## config.mk

```make
export PLATFORM = sky130hd
export DESIGN_NAME = i2c_target_rx_flat
export DESIGN_NICKNAME = d
export VERILOG_FILES = /design/src/rtl/i2c_target_rx_if.sv /design/src/rtl/i2c_target_rx.sv /design/src/flat_wrapper.sv
export SDC_FILE = /design/constraint.sdc
export NUM_CORES = 1
export LEC_CHECK = 0
export ABC_AREA = 1
export BUFFER_PORTS_ARGS = -buffer_cell sky130_fd_sc_hd__buf_2
export CAP_MARGIN = 20
export CORE_UTILIZATION = 50
export CTS_CLUSTER_DIAMETER = 80
export CTS_CLUSTER_SIZE = 30
export DETAILED_ROUTE_END_ITERATION = 8
export GPL_TIMING_DRIVEN = 0
export PLACE_DENSITY = 0.69
export SLEW_MARGIN = 20
export SYNTH_ARGS = -nofsm -noshare
export SYNTH_HDL_FRONTEND = slang
export SYNTH_SLANG_ARGS = --single-unit
```

## constraint.sdc

```tcl
create_clock -name clk -period 3.1 [get_ports clk]
set_clock_uncertainty 0.1 [all_clocks]
set_input_delay 0.31 -clock clk [delete_from_list [all_inputs] [get_ports clk]]
set_output_delay 0.31 -clock clk [all_outputs]
set_load 0.05 [all_outputs]
```

## src/rtl/i2c_target_rx_if.sv

```systemverilog
// Bus-side and receive-side signals of the I2C write-only target receiver.
`timescale 1ns/1ps
interface i2c_target_rx_if;
  logic       scl;
  logic       sda_in;
  logic       sda_oe;
  logic [7:0] rx_data;
  logic       rx_valid;
  logic       busy;
  logic       addr_match;

  modport master (
    output scl, sda_in,
    input  sda_oe, rx_data, rx_valid, busy, addr_match
  );

  modport slave (
    input  scl, sda_in,
    output sda_oe, rx_data, rx_valid, busy, addr_match
  );
endinterface

```

## src/rtl/i2c_target_rx.sv

```systemverilog
// Write-only I2C target: oversampled SCL/SDA, START/STOP detection, 7-bit
// address match, ACK generation and one-cycle strobe per received byte.
`timescale 1ns/1ps
module i2c_target_rx #(
  parameter logic [6:0] SLAVE_ADDR = 7'h27
) (
  input  logic            clk,
  input  logic            reset_p,
  i2c_target_rx_if.slave  bus
);

  typedef enum logic [2:0] {
    IDLE,
    ADDR,
    ACK_ADDR,
    DATA,
    ACK_DATA,
    IGNORE
  } state_t;

  state_t     state;
  logic [1:0] scl_sync;
  logic [1:0] sda_sync;
  logic       scl_prev;
  logic       sda_prev;
  logic [7:0] shift;
  logic [3:0] bit_cnt;
  logic       sda_oe_r;
  logic [7:0] rx_data_r;
  logic       rx_valid_r;
  logic       addr_match_r;

  logic scl_s, sda_s;
  logic scl_rise, scl_fall, sda_rise, sda_fall;
  logic start_det, stop_det;

  // Synchronizers and previous-value registers idle high like the bus.
  always_ff @(posedge clk or posedge reset_p) begin
    if (reset_p) begin
      scl_sync <= '1;
      sda_sync <= '1;
      scl_prev <= 1'b1;
      sda_prev <= 1'b1;
    end else begin
      scl_sync <= {scl_sync[0], bus.scl};
      sda_sync <= {sda_sync[0], bus.sda_in};
      scl_prev <= scl_sync[1];
      sda_prev <= sda_sync[1];
    end
  end

  assign scl_s     = scl_sync[1];
  assign sda_s     = sda_sync[1];
  assign scl_rise  = scl_s & ~scl_prev;
  assign scl_fall  = ~scl_s & scl_prev;
  assign sda_rise  = sda_s & ~sda_prev;
  assign sda_fall  = ~sda_s & sda_prev;
  assign start_det = sda_fall & scl_s;
  assign stop_det  = sda_rise & scl_s;

  always_ff @(posedge clk or posedge reset_p) begin
    if (reset_p) begin
      state        <= IDLE;
      shift        <= '0;
      bit_cnt      <= '0;
      sda_oe_r     <= 1'b0;
      rx_data_r    <= '0;
      rx_valid_r   <= 1'b0;
      addr_match_r <= 1'b0;
    end else begin
      rx_valid_r <= 1'b0;
      if (start_det) begin
        state        <= ADDR;
        shift        <= '0;
        bit_cnt      <= '0;
        sda_oe_r     <= 1'b0;
        addr_match_r <= 1'b0;
      end else if (stop_det) begin
        state        <= IDLE;
        shift        <= '0;
        bit_cnt      <= '0;
        sda_oe_r     <= 1'b0;
        addr_match_r <= 1'b0;
      end else begin
        case (state)
          IDLE: ;
          ADDR, DATA: begin
            // Counter parks at 8 so extra rising edges never reach the ACK slot.
            if (scl_rise && bit_cnt != 4'd8) begin
              shift   <= {shift[6:0], sda_s};
              bit_cnt <= bit_cnt + 4'd1;
            end else if (scl_fall && bit_cnt == 4'd8) begin
              if (state == ADDR) begin
                if (shift[7:1] == SLAVE_ADDR && !shift[0]) begin
                  sda_oe_r     <= 1'b1;
                  addr_match_r <= 1'b1;
                  state        <= ACK_ADDR;
                end else begin
                  sda_oe_r <= 1'b0;
                  state    <= IGNORE;
                end
              end else begin
                rx_data_r  <= shift;
                rx_valid_r <= 1'b1;
                sda_oe_r   <= 1'b1;
                state      <= ACK_DATA;
              end
            end
          end
          ACK_ADDR, ACK_DATA: begin
            if (scl_fall) begin
              sda_oe_r <= 1'b0;
              bit_cnt  <= '0;
              state    <= DATA;
            end
          end
          IGNORE:  sda_oe_r <= 1'b0;
          default: state <= IDLE;
        endcase
      end
    end
  end

  assign bus.sda_oe     = sda_oe_r;
  assign bus.rx_data    = rx_data_r;
  assign bus.rx_valid   = rx_valid_r;
  assign bus.addr_match = addr_match_r;
  assign bus.busy       = (state != IDLE);

endmodule

```

## src/flat_wrapper.sv

```systemverilog
// flat-port wrapper written by rule: the top's interface ports become plain ports
module i2c_target_rx_flat 
#(
  parameter logic [6:0] SLAVE_ADDR = 7'h27
)
  (clk, reset_p, bus_scl, bus_sda_in, bus_sda_oe, bus_rx_data, bus_rx_valid, bus_busy, bus_addr_match);
  i2c_target_rx_if bus_i ();
  input  logic clk;
  input  logic reset_p;
  input wire logic [$bits(bus_i.scl)-1:0] bus_scl;
  input wire logic [$bits(bus_i.sda_in)-1:0] bus_sda_in;
  output wire logic [$bits(bus_i.sda_oe)-1:0] bus_sda_oe;
  output wire logic [$bits(bus_i.rx_data)-1:0] bus_rx_data;
  output wire logic [$bits(bus_i.rx_valid)-1:0] bus_rx_valid;
  output wire logic [$bits(bus_i.busy)-1:0] bus_busy;
  output wire logic [$bits(bus_i.addr_match)-1:0] bus_addr_match;
  assign bus_i.scl = bus_scl;
  assign bus_i.sda_in = bus_sda_in;
  assign bus_sda_oe = bus_i.sda_oe;
  assign bus_rx_data = bus_i.rx_data;
  assign bus_rx_valid = bus_i.rx_valid;
  assign bus_busy = bus_i.busy;
  assign bus_addr_match = bus_i.addr_match;
  i2c_target_rx #(.SLAVE_ADDR(SLAVE_ADDR)) u_core (.clk(clk), .reset_p(reset_p), .bus(bus_i));
endmodule
```

## Yosys cells after proc, flatten, opt, wreduce, memory -nomap -nowiden

Index checks and enable logic that the tools add are counted.

| cells by class | value |
|---|---|
| $add $sub $neg | 1 |
| equality and inequality tests | 14 |
| mux-type cells | 38 |
| bitwise gates (word level) | 14 |
| reductions and logical operators | 22 |

Operator list:

| cell | number |
|---|---|
| $mux W8 | 4 |
| $mux W3 | 7 |
| $mux W1 | 20 |
| $reduce_bool A3 Y1 | 6 |
| $mux W4 | 4 |
| $ne A4 B1 Y1 const B | 3 |
| $pmux W3 S3 | 1 |
| $not A1 Y1 | 8 |
| $pmux W4 S2 | 1 |
| $reduce_and A4 Y1 | 2 |
| $eq A7 B6 Y1 const B | 1 |
| $and A1 B1 Y1 | 6 |
| $eq A3 B2 Y1 const B | 2 |
| $eq A3 B3 Y1 const B | 2 |
| $ne A3 B1 Y1 const B | 2 |
| $reduce_and A6 Y1 | 1 |
| $reduce_or A2 Y1 | 3 |
| $reduce_and A5 Y1 | 1 |
| $reduce_bool A5 Y1 | 1 |
| $add A4 B1 Y4 const B | 1 |
| $eq A4 B4 Y1 const B | 1 |
| $ne A4 B2 Y1 const B | 1 |
| $ne A4 B4 Y1 const B | 1 |
| $reduce_bool A4 Y1 | 1 |
| 7 further kinds | 9 |

| word-level totals | value |
|---|---|
| register bits after elaboration | 32 |
| input port bits | 4 |
| output and inout port bits | 12 |
| word-level logic and storage cells | 100 |

## Depth between registers and ports, before layout

Gate-level depths: netlist of run 1.

| logic depth | value |
|---|---|
| depth in word-level cells | 9 |
| mapped depth | 11 |
| gate-level depth less buffers | 11 |

## Worst setup path before layout of run 1

No wires, ideal clock.

| timing | value |
|---|---|
| path kind | register to register |
| start | register u_core.state[0] |
| end | register u_core.state[1] |
| library setup time | 117 ps |
| arrival | 1355 ps |
| data required time | 2883 ps |
| setup slack | 1528 ps |
| stages on the path, launching flop included | 10 |
| buffers on the path | 0 |
| clock period less this slack | 1572 ps |
| path through | dfrtp_1 -> inv_1 -> nand2_1 -> nand2_1 -> nand2_2 -> inv_1 -> nor2_1 -> nand2_1 -> nand2_1 -> nand2_1 |

| between the ends | value |
|---|---|
| cells in the longest elaborated chain, start to end | 7 |
| elaborated cells between the ends (all ways) | 20 |
| those cells by class | 9 x eq/ne; 6 x mux; 5 x reduce/logical |

Ends and longest elaborated chain:

| element | line | text |
|---|---|---|
| start, declared | i2c_target_rx.sv:21 | `state_t state;` |
| start signal, assigned | i2c_target_rx.sv:63 | `state <= IDLE;` |
| start signal, assigned | i2c_target_rx.sv:73 | `state <= ADDR;` |
| start signal, assigned | i2c_target_rx.sv:79 | `state <= IDLE;` |
| $eq A3 B1 Y1 | i2c_target_rx.sv:85, i2c_target_rx.sv:93 |  |
| $mux W3 | i2c_target_rx.sv:93 | `if (state == ADDR) begin` |
| $mux W3 | i2c_target_rx.sv:92 | `end else if (scl_fall && bit_cnt == 4'd8) begin` |
| $mux W3 | i2c_target_rx.sv:89 | `if (scl_rise && bit_cnt != 4'd8) begin` |
| $pmux W3 S3 | i2c_target_rx.sv:85 | `case (state)` |
| $mux W3 | i2c_target_rx.sv:78 | `end else if (stop_det) begin` |
| $mux W3 | i2c_target_rx.sv:72 | `if (start_det) begin` |

Several ways; a longest one is shown, not always the timed one. The select of a mux whose other input is x is not followed.
A chain may end at the register's enable or synchronous reset.

## Worst setup path after layout of run 1

| timing | value |
|---|---|
| start | register u_core.state[1] |
| end | output bus_busy |

| between the ends | value |
|---|---|
| cells in the longest elaborated chain, start to end | 1 |

Ends and longest elaborated chain:

| element | line | text |
|---|---|---|
| $reduce_bool A3 Y1 | i2c_target_rx.sv:128 | `assign bus.busy = (state != IDLE);` |
| end, declared | flat_wrapper.sv:15 | `output wire logic [$bits(bus_i.busy)-1:0] bus_busy;` |

No other way between the ends.

==> results of run 1 <==
## registers in the layout, summed over array words and instances (netlist names)
name                   flops
u_core.bit_cnt             4
u_core.bus.addr_match      1
u_core.bus.rx_data         8
u_core.bus.rx_valid        1
u_core.bus.sda_oe          1
u_core.scl_prev            1
u_core.scl_sync            2
u_core.sda_prev            1
u_core.sda_sync            2
u_core.shift               8
u_core.state               3
## report_power, final
group | switching [mW] | total [mW] | internal, mW
clock | 0.144 | 0.358 | 0.214
combinational | 0.312 | 0.450 | 0.138
sequential | 0.0497 | 0.518 | 0.468
total | 0.506 | 1.33 | 0.820
## cell usage in the layout (no fill, tap or decap), drive strengths merged, types with 2 or more instances in the layout
master / Yosys / final
inv: 25 / 25
o21ai: 15 / 15
buf: 2 / 17
o22ai: 7 / 7
dfrtp: 26 / 26
clkbuf: 0 / 7
dlygate4sd3: 0 / 3
nand2: 58 / 58
dfstp: 6 / 6
nand3: 19 / 19
ha: 2 / 2
nor2: 19 / 19
## synth_stat cells, drive strengths merged
master,count
nand2,58
xor2,1
a21oi,1
nand4,1
inv,25
nor2,19
buf,2
o22ai,7
o31ai,1
ha,2
o21ai,15
nand3,19
dfstp,6
dfrtp,26
xnor2,1
## area by class of cell
| class | instances | area share, % |
|---|---|---|
| tap | 44 | 3.00 |
| buffer | 2 | 1.23 |
| clock buffer | 7 | 3.55 |
| inverter | 25 | 5.12 |
| multi-input combinational | 125 | 35.6 |
| timing repair buffer | 18 | 5.73 |
| sequential | 32 | 44.1 |
| clock inverter | 1 | 1.64 |
## final timing paths
kind,startpoint,slack (ns),end,depth (start not counted)
max in group asynchronous,reset_p,1.97,u_core.bit_cnt[2],3
min reg2reg,u_core.sda_sync[0],0.26,u_core.sda_sync[1],0
min in group asynchronous,reset_p,0.51,u_core.shift[4],3
max,u_core.state[1],1.40,bus_busy,3
max reg2reg,u_core.bit_cnt[0],1.42,u_core.bus.rx_data[0],10
min,u_core.sda_sync[0],0.26,u_core.sda_sync[1],0
## kinds of logic (layout without fill, tap and decap cells)
family	Yosys count	after routing	synth area share (%)
buffers and inverters	27	53	7.37
adder cells (fa/ha/maj)	2	2	1.59
XOR/XNOR	2	2	1.11
flip-flops	32	32	51.2
AND/OR/NAND/NOR	97	97	28.7
AO/OA/AOI/OAI	24	24	9.99
## routing by layer
layer | track usage (%) | vias up
li1 | - | 634
met2 | 33.2 | 30
met4 | 7.14 | 0
met3 | 7.37 | 8
met5 | 0 | -
met1 | 25.7 | 590
## metrics by stage
step / worst slack, ns / util, % / instances
after floorplan: 1.53 / - / 184
after global placement: 1.48 / 56.4 / 243
after detailed placement: 1.44 / 56.4 / 243
after CTS: 1.39 / 60.5 / 254
after global routing: 1.32 / 60.5 / 254
final: 1.40 / 60.5 / 254
==> impl_metrics.yaml, run 1 <==
drt:
  route.top_layer_used: "met4"
  wl_um: 2980
  drcViolationCount: 0
  detail-route-antenna-nets: 0
  firstDrtPassIters: 4
  vias: 1262
  vias_per_cell: 4.97
  dr_wl_met3_um: 142
  wl_met1_um: 1360
  wl_per_cell_um: 11.7
  wl_met2_um: 1430
  drtIter0Drc: 44
die:
  fp.dieArea_um2: 3380
  die_h_um: 58.2
  design.core.area_um2: 3030
  start_util_pct: 52.1
  die_w_um: 58.2
  core.rowCount: 20
  ios: 16
critical_path:
  cp.arrival_ns: 1.29
  crit_chain: "nor2_1, nand2_1, buf_2"
  cpLargestDelayFamily: "flip-flops"
  required_ns: 2.69
  cp-end-kind: "output pin"
  path_class: "reg2out"
  slowest_stage: "dfrtp_1"
  cp_max_fo: 6
  critPathMaxStageDelay_ns: 0.45
  worst-path-buf-inv: 1
  worst_setup_path_start_kind: "flop"
placed_design:
  hpwl_um: 2100
  portBuffers: 15
  finalWeightedCongestion: 0.830
  place_area_um2: 1710
worst_hold_path:
  hold_class: "reg2reg"
synthesis:
  netlist_instances: 184
  synth-seq-cells: 32
  syn_avg_cell_area_um2: 8.57
  yosysUniqueCellTypes: 23
  yosysSeqAreaShare_pct: 51.2
  synth.area.top_cells: "dfrtp_1 41%, nand2_1 12%, dfstp_2 10%, inv_1 5.7%, nand3_1 4.8%"
  syn-cell-area_um2: 1580
  synth_top_area_share_pct: 41.2
  syn_nets: 190
  yosysWarnings: 0
  yosys.area.top_type: "dfrtp_1"
clock_network:
  root_buffer: "clkbuf_4"
  cts_resized: 0
  insertion_delay_ns: 0.34
  cts_buffers: 5
  hold_buffers: 3
  cts.clk_slew.worst_paths_ns: 0.10
  cts_setup_buffers: 0
  cts_tree: "yes"
  cts.sinks: 32
  clock_path_buffers: 2
  htreeDepth: 2
timing:
  rsz0062_at_grt: "no"
  setup-tns-final_ns: 0
  slew_viol_final: 0
  whs_ns: 0.261
  worstMarginPinSlew_ns: 0.641
  timing.final.crit_period_ns: 1.70
  final-hold-violation-count: 0
  max_freq_ghz: 0.589
  setup_viol: 0
  fin_crit_sh_pct: 54.8
  relSlewSlack_pct: 57.2
final_layout:
  antenna_cells: 0
  final.fill_count: 279
  multi_input_area_um2: 653
  drive_gt1_share_pct: 26.7
  nNetsFinal: 215
  syn_to_final_growth_pct: 16.2
  seq_area_um2: 808
  fin_area_um2: 1830
global_routing:
  grt_pass1_vias: 1217
  antenna_found_initial: 0
  overflow: 0
  grt_pass1_wl_um: 5180
  grt_max_degree: 33
  track_usage_pct: 20.6
run_status:
  status: "completed"
pwr:
  total_power_mw: 1.33
  total_leakage_power_nw: 0.950
  ir_drop_mv: 0.345
  power_density_nw_per_um2: 723
flow_run:
  drv_cap: 0
Note: power is estimated with default switching activity, not from simulation.
==> inputs of run 2 (changes only) <==
==> constraint.sdc (replaced) <==
create_clock -name clk -period 1.6 [get_ports clk]
set_clock_uncertainty 0.1 [all_clocks]
set_input_delay 0.16 -clock clk [delete_from_list [all_inputs] [get_ports clk]]
set_output_delay 0.16 -clock clk [all_outputs]
set_load 0.05 [all_outputs]
==> run 2 against run 1 <==
Net effect: the flow now finishes with violations (negative setup slack); die area unchanged; non-clock buffer count is 11 higher; sequential cell count unchanged; via count grew 6.1%; clock power rose by 94%; routed wire length rose by 14%; combinational power rose by 140%; design area rose by 14%; sequential power rose by 93%; critical endpoint is now u_core.bus.rx_data[0]; sequential share of layout area shrank 5.4 points; utilization rose by 8.5 points; global-route usage is 0.95 points higher.
==> impl_metrics.yaml, run 2 (synthesis gave the netlist of run 1 again) <==
final_layout:
  syn_to_final_growth_pct: 32.4
  fin_area_um2: 2090
  final.fill_count: 239
  drive_gt1_share_pct: 40.7
  final_common_cell: "nand2_1"
  nNetsFinal: 226
  antenna_cells: 0
  final_cell_mix: "44 x nand2_1, 25 x dfrtp_1, 22 x inv_1, 16 x buf_2, 11 x nand3_1"
  seq_area_um2: 810
  multi_input_area_um2: 788
  utilization_pct: 69.0
pwr:
  ir_drop_mv: 0.683
  total_leakage_power_nw: 1.05
  power_density_nw_per_um2: 1330
die:
  fp.dieArea_um2: 3380
  design.core.area_um2: 3030
  die_w_um: 58.2
  ios: 16
  core.rowCount: 20
  start_util_pct: 52.1
  die_h_um: 58.2
critical_path:
  path_class: "reg2reg"
  cp-end-kind: "flop"
  cp.arrival_ns: 1.78
  worst_setup_path_start_kind: "flop"
  cp_max_fo: 8
  required_ns: 1.73
run_status:
  violations: "negative setup slack"
  status: "complete, but fails checks"
global_routing:
  track_usage_pct: 21.6
  grt_pass1_vias: 1279
  grt_max_degree: 33
  antenna_found_initial: 0
  grt_pass1_wl_um: 5420
  overflow: 0
drt:
  wl_per_cell_um: 12.8
  drcViolationCount: 0
  detail-route-antenna-nets: 0
  wl_um: 3400
  drtIter0Drc: 48
  vias_per_cell: 5.05
  vias: 1339
  firstDrtPassIters: 5
timing:
  worstMarginPinSlew_ns: 0.642
  rsz0062_at_grt: "yes"
  relSlewSlack_pct: 57.1
  fin_crit_sh_pct: 103
  max_freq_ghz: 0.608
  timing.final.crit_period_ns: 1.65
  slew_viol_final: 0
  setup_viol: 10
  fin_ws_ns: -0.0456
  final-hold-violation-count: 0
clock_network:
  cts_tree: "yes"
  htreeDepth: 2
  cts.clk_slew.worst_paths_ns: 0.10
  cts_buffers: 5
  cts.sinks: 32
  clock_path_buffers: 2
  root_buffer: "clkbuf_4"
  insertion_delay_ns: 0.34
placed_design:
  portBuffers: 15
  place_area_um2: 1710
  finalWeightedCongestion: 0.830
  hpwl_um: 2100
worst_hold_path:
  hold_class: "reg2reg"
flow_run:
  drv_cap: 0
==> run 2: worst paths after layout <==
kind | start | to | slack, ns | depth (start not counted)
worst max-delay path | u_core.bit_cnt[0] | u_core.bus.rx_data[0] | -0.05 | 10
worst min-delay path | u_core.sda_sync[0] | u_core.sda_sync[1] | 0.26 | 0
worst max register to register | u_core.bit_cnt[0] | u_core.bus.rx_data[0] | -0.05 | 10
worst min register to register | u_core.sda_sync[0] | u_core.sda_sync[1] | 0.26 | 0
max in group asynchronous | reset_p | u_core.state[0] | 0.59 | 3
min in group asynchronous | reset_p | u_core.bit_cnt[0] | 0.36 | 3
==> run 2: timing repair <==
| item | 4_1_cts | 5_1_grt |
|---|---|---|
| hold buffers | 3 | 0 |
| cloned | 1 | 1 |
| setup buffers | 6 | 3 |
| pin swaps | 7 | 13 |
| hold endpoints to repair | 28 | 0 |
| setup endpoints to repair | 12 | 25 |
| gates resized for setup | 7 | 30 |
==> run 2: layer usage <==
| layer | routed length [µm] | vias to the layer above | track usage (%) | part of all wire (%) |
|---|---|---|---|---|
| met4 | 89 | 0 | 7.14 | 2.6 |
| met1 | 1520 | 634 | 26.0 | 45 |
| met5 | 0 | - | 0 | 0 |
| met3 | 146 | 12 | 7.59 | 4.3 |
| li1 | - | 655 | - | - |
| met2 | 1650 | 38 | 36.0 | 48 |
==> run 2: power by group <==
group          internal [mW]  leakage (nW)  total [mW]  switching (mW)
clock network          0.415        0.0515       0.693           0.278
logic                  0.361         0.579        1.08           0.714
registers              0.909         0.418        1.00          0.0933
==> run 2: per-stage QoR <==
stage | total power, mW | instances | setup TNS, ns | hold slack, ns | setup WS (ns)
finish | 2.77 | 265 | -0.245 | 0.260 | -0.0456
global route | 2.95 | 265 | -1.30 | 0.269 | -0.115
CTS | 2.64 | 261 | -0.0157 | 0.262 | -0.0107
detailed placement | 1.88 | 243 | -0.164 | 0.167 | -0.0577
global placement | 1.84 | 243 | -0.0318 | 0.166 | -0.0200
floorplan | 1.69 | 184 | 0 | 0.0645 | 0.0278
==> run 2: layout make-up <==
class,count,area share [%]
timing repair buffer,29,10.5
inverter,25,4.61
buffer,2,1.26
clock inverter,1,1.44
sequential,32,38.7
multi-input combinational,125,37.7
clock buffer,7,3.11
tap,44,2.63
==> run 2: worst max-delay path, cell delays in order, from the launching register on <==
cell     delay (ns)
dfrtp_1        0.39
inv_1          0.07
ha_2           0.17
nand2_2        0.08
nor2_4         0.18
nand2_4        0.10
nor2_4         0.14
inv_4          0.07
buf_8          0.13
nand2_1        0.06
o21ai_2        0.05
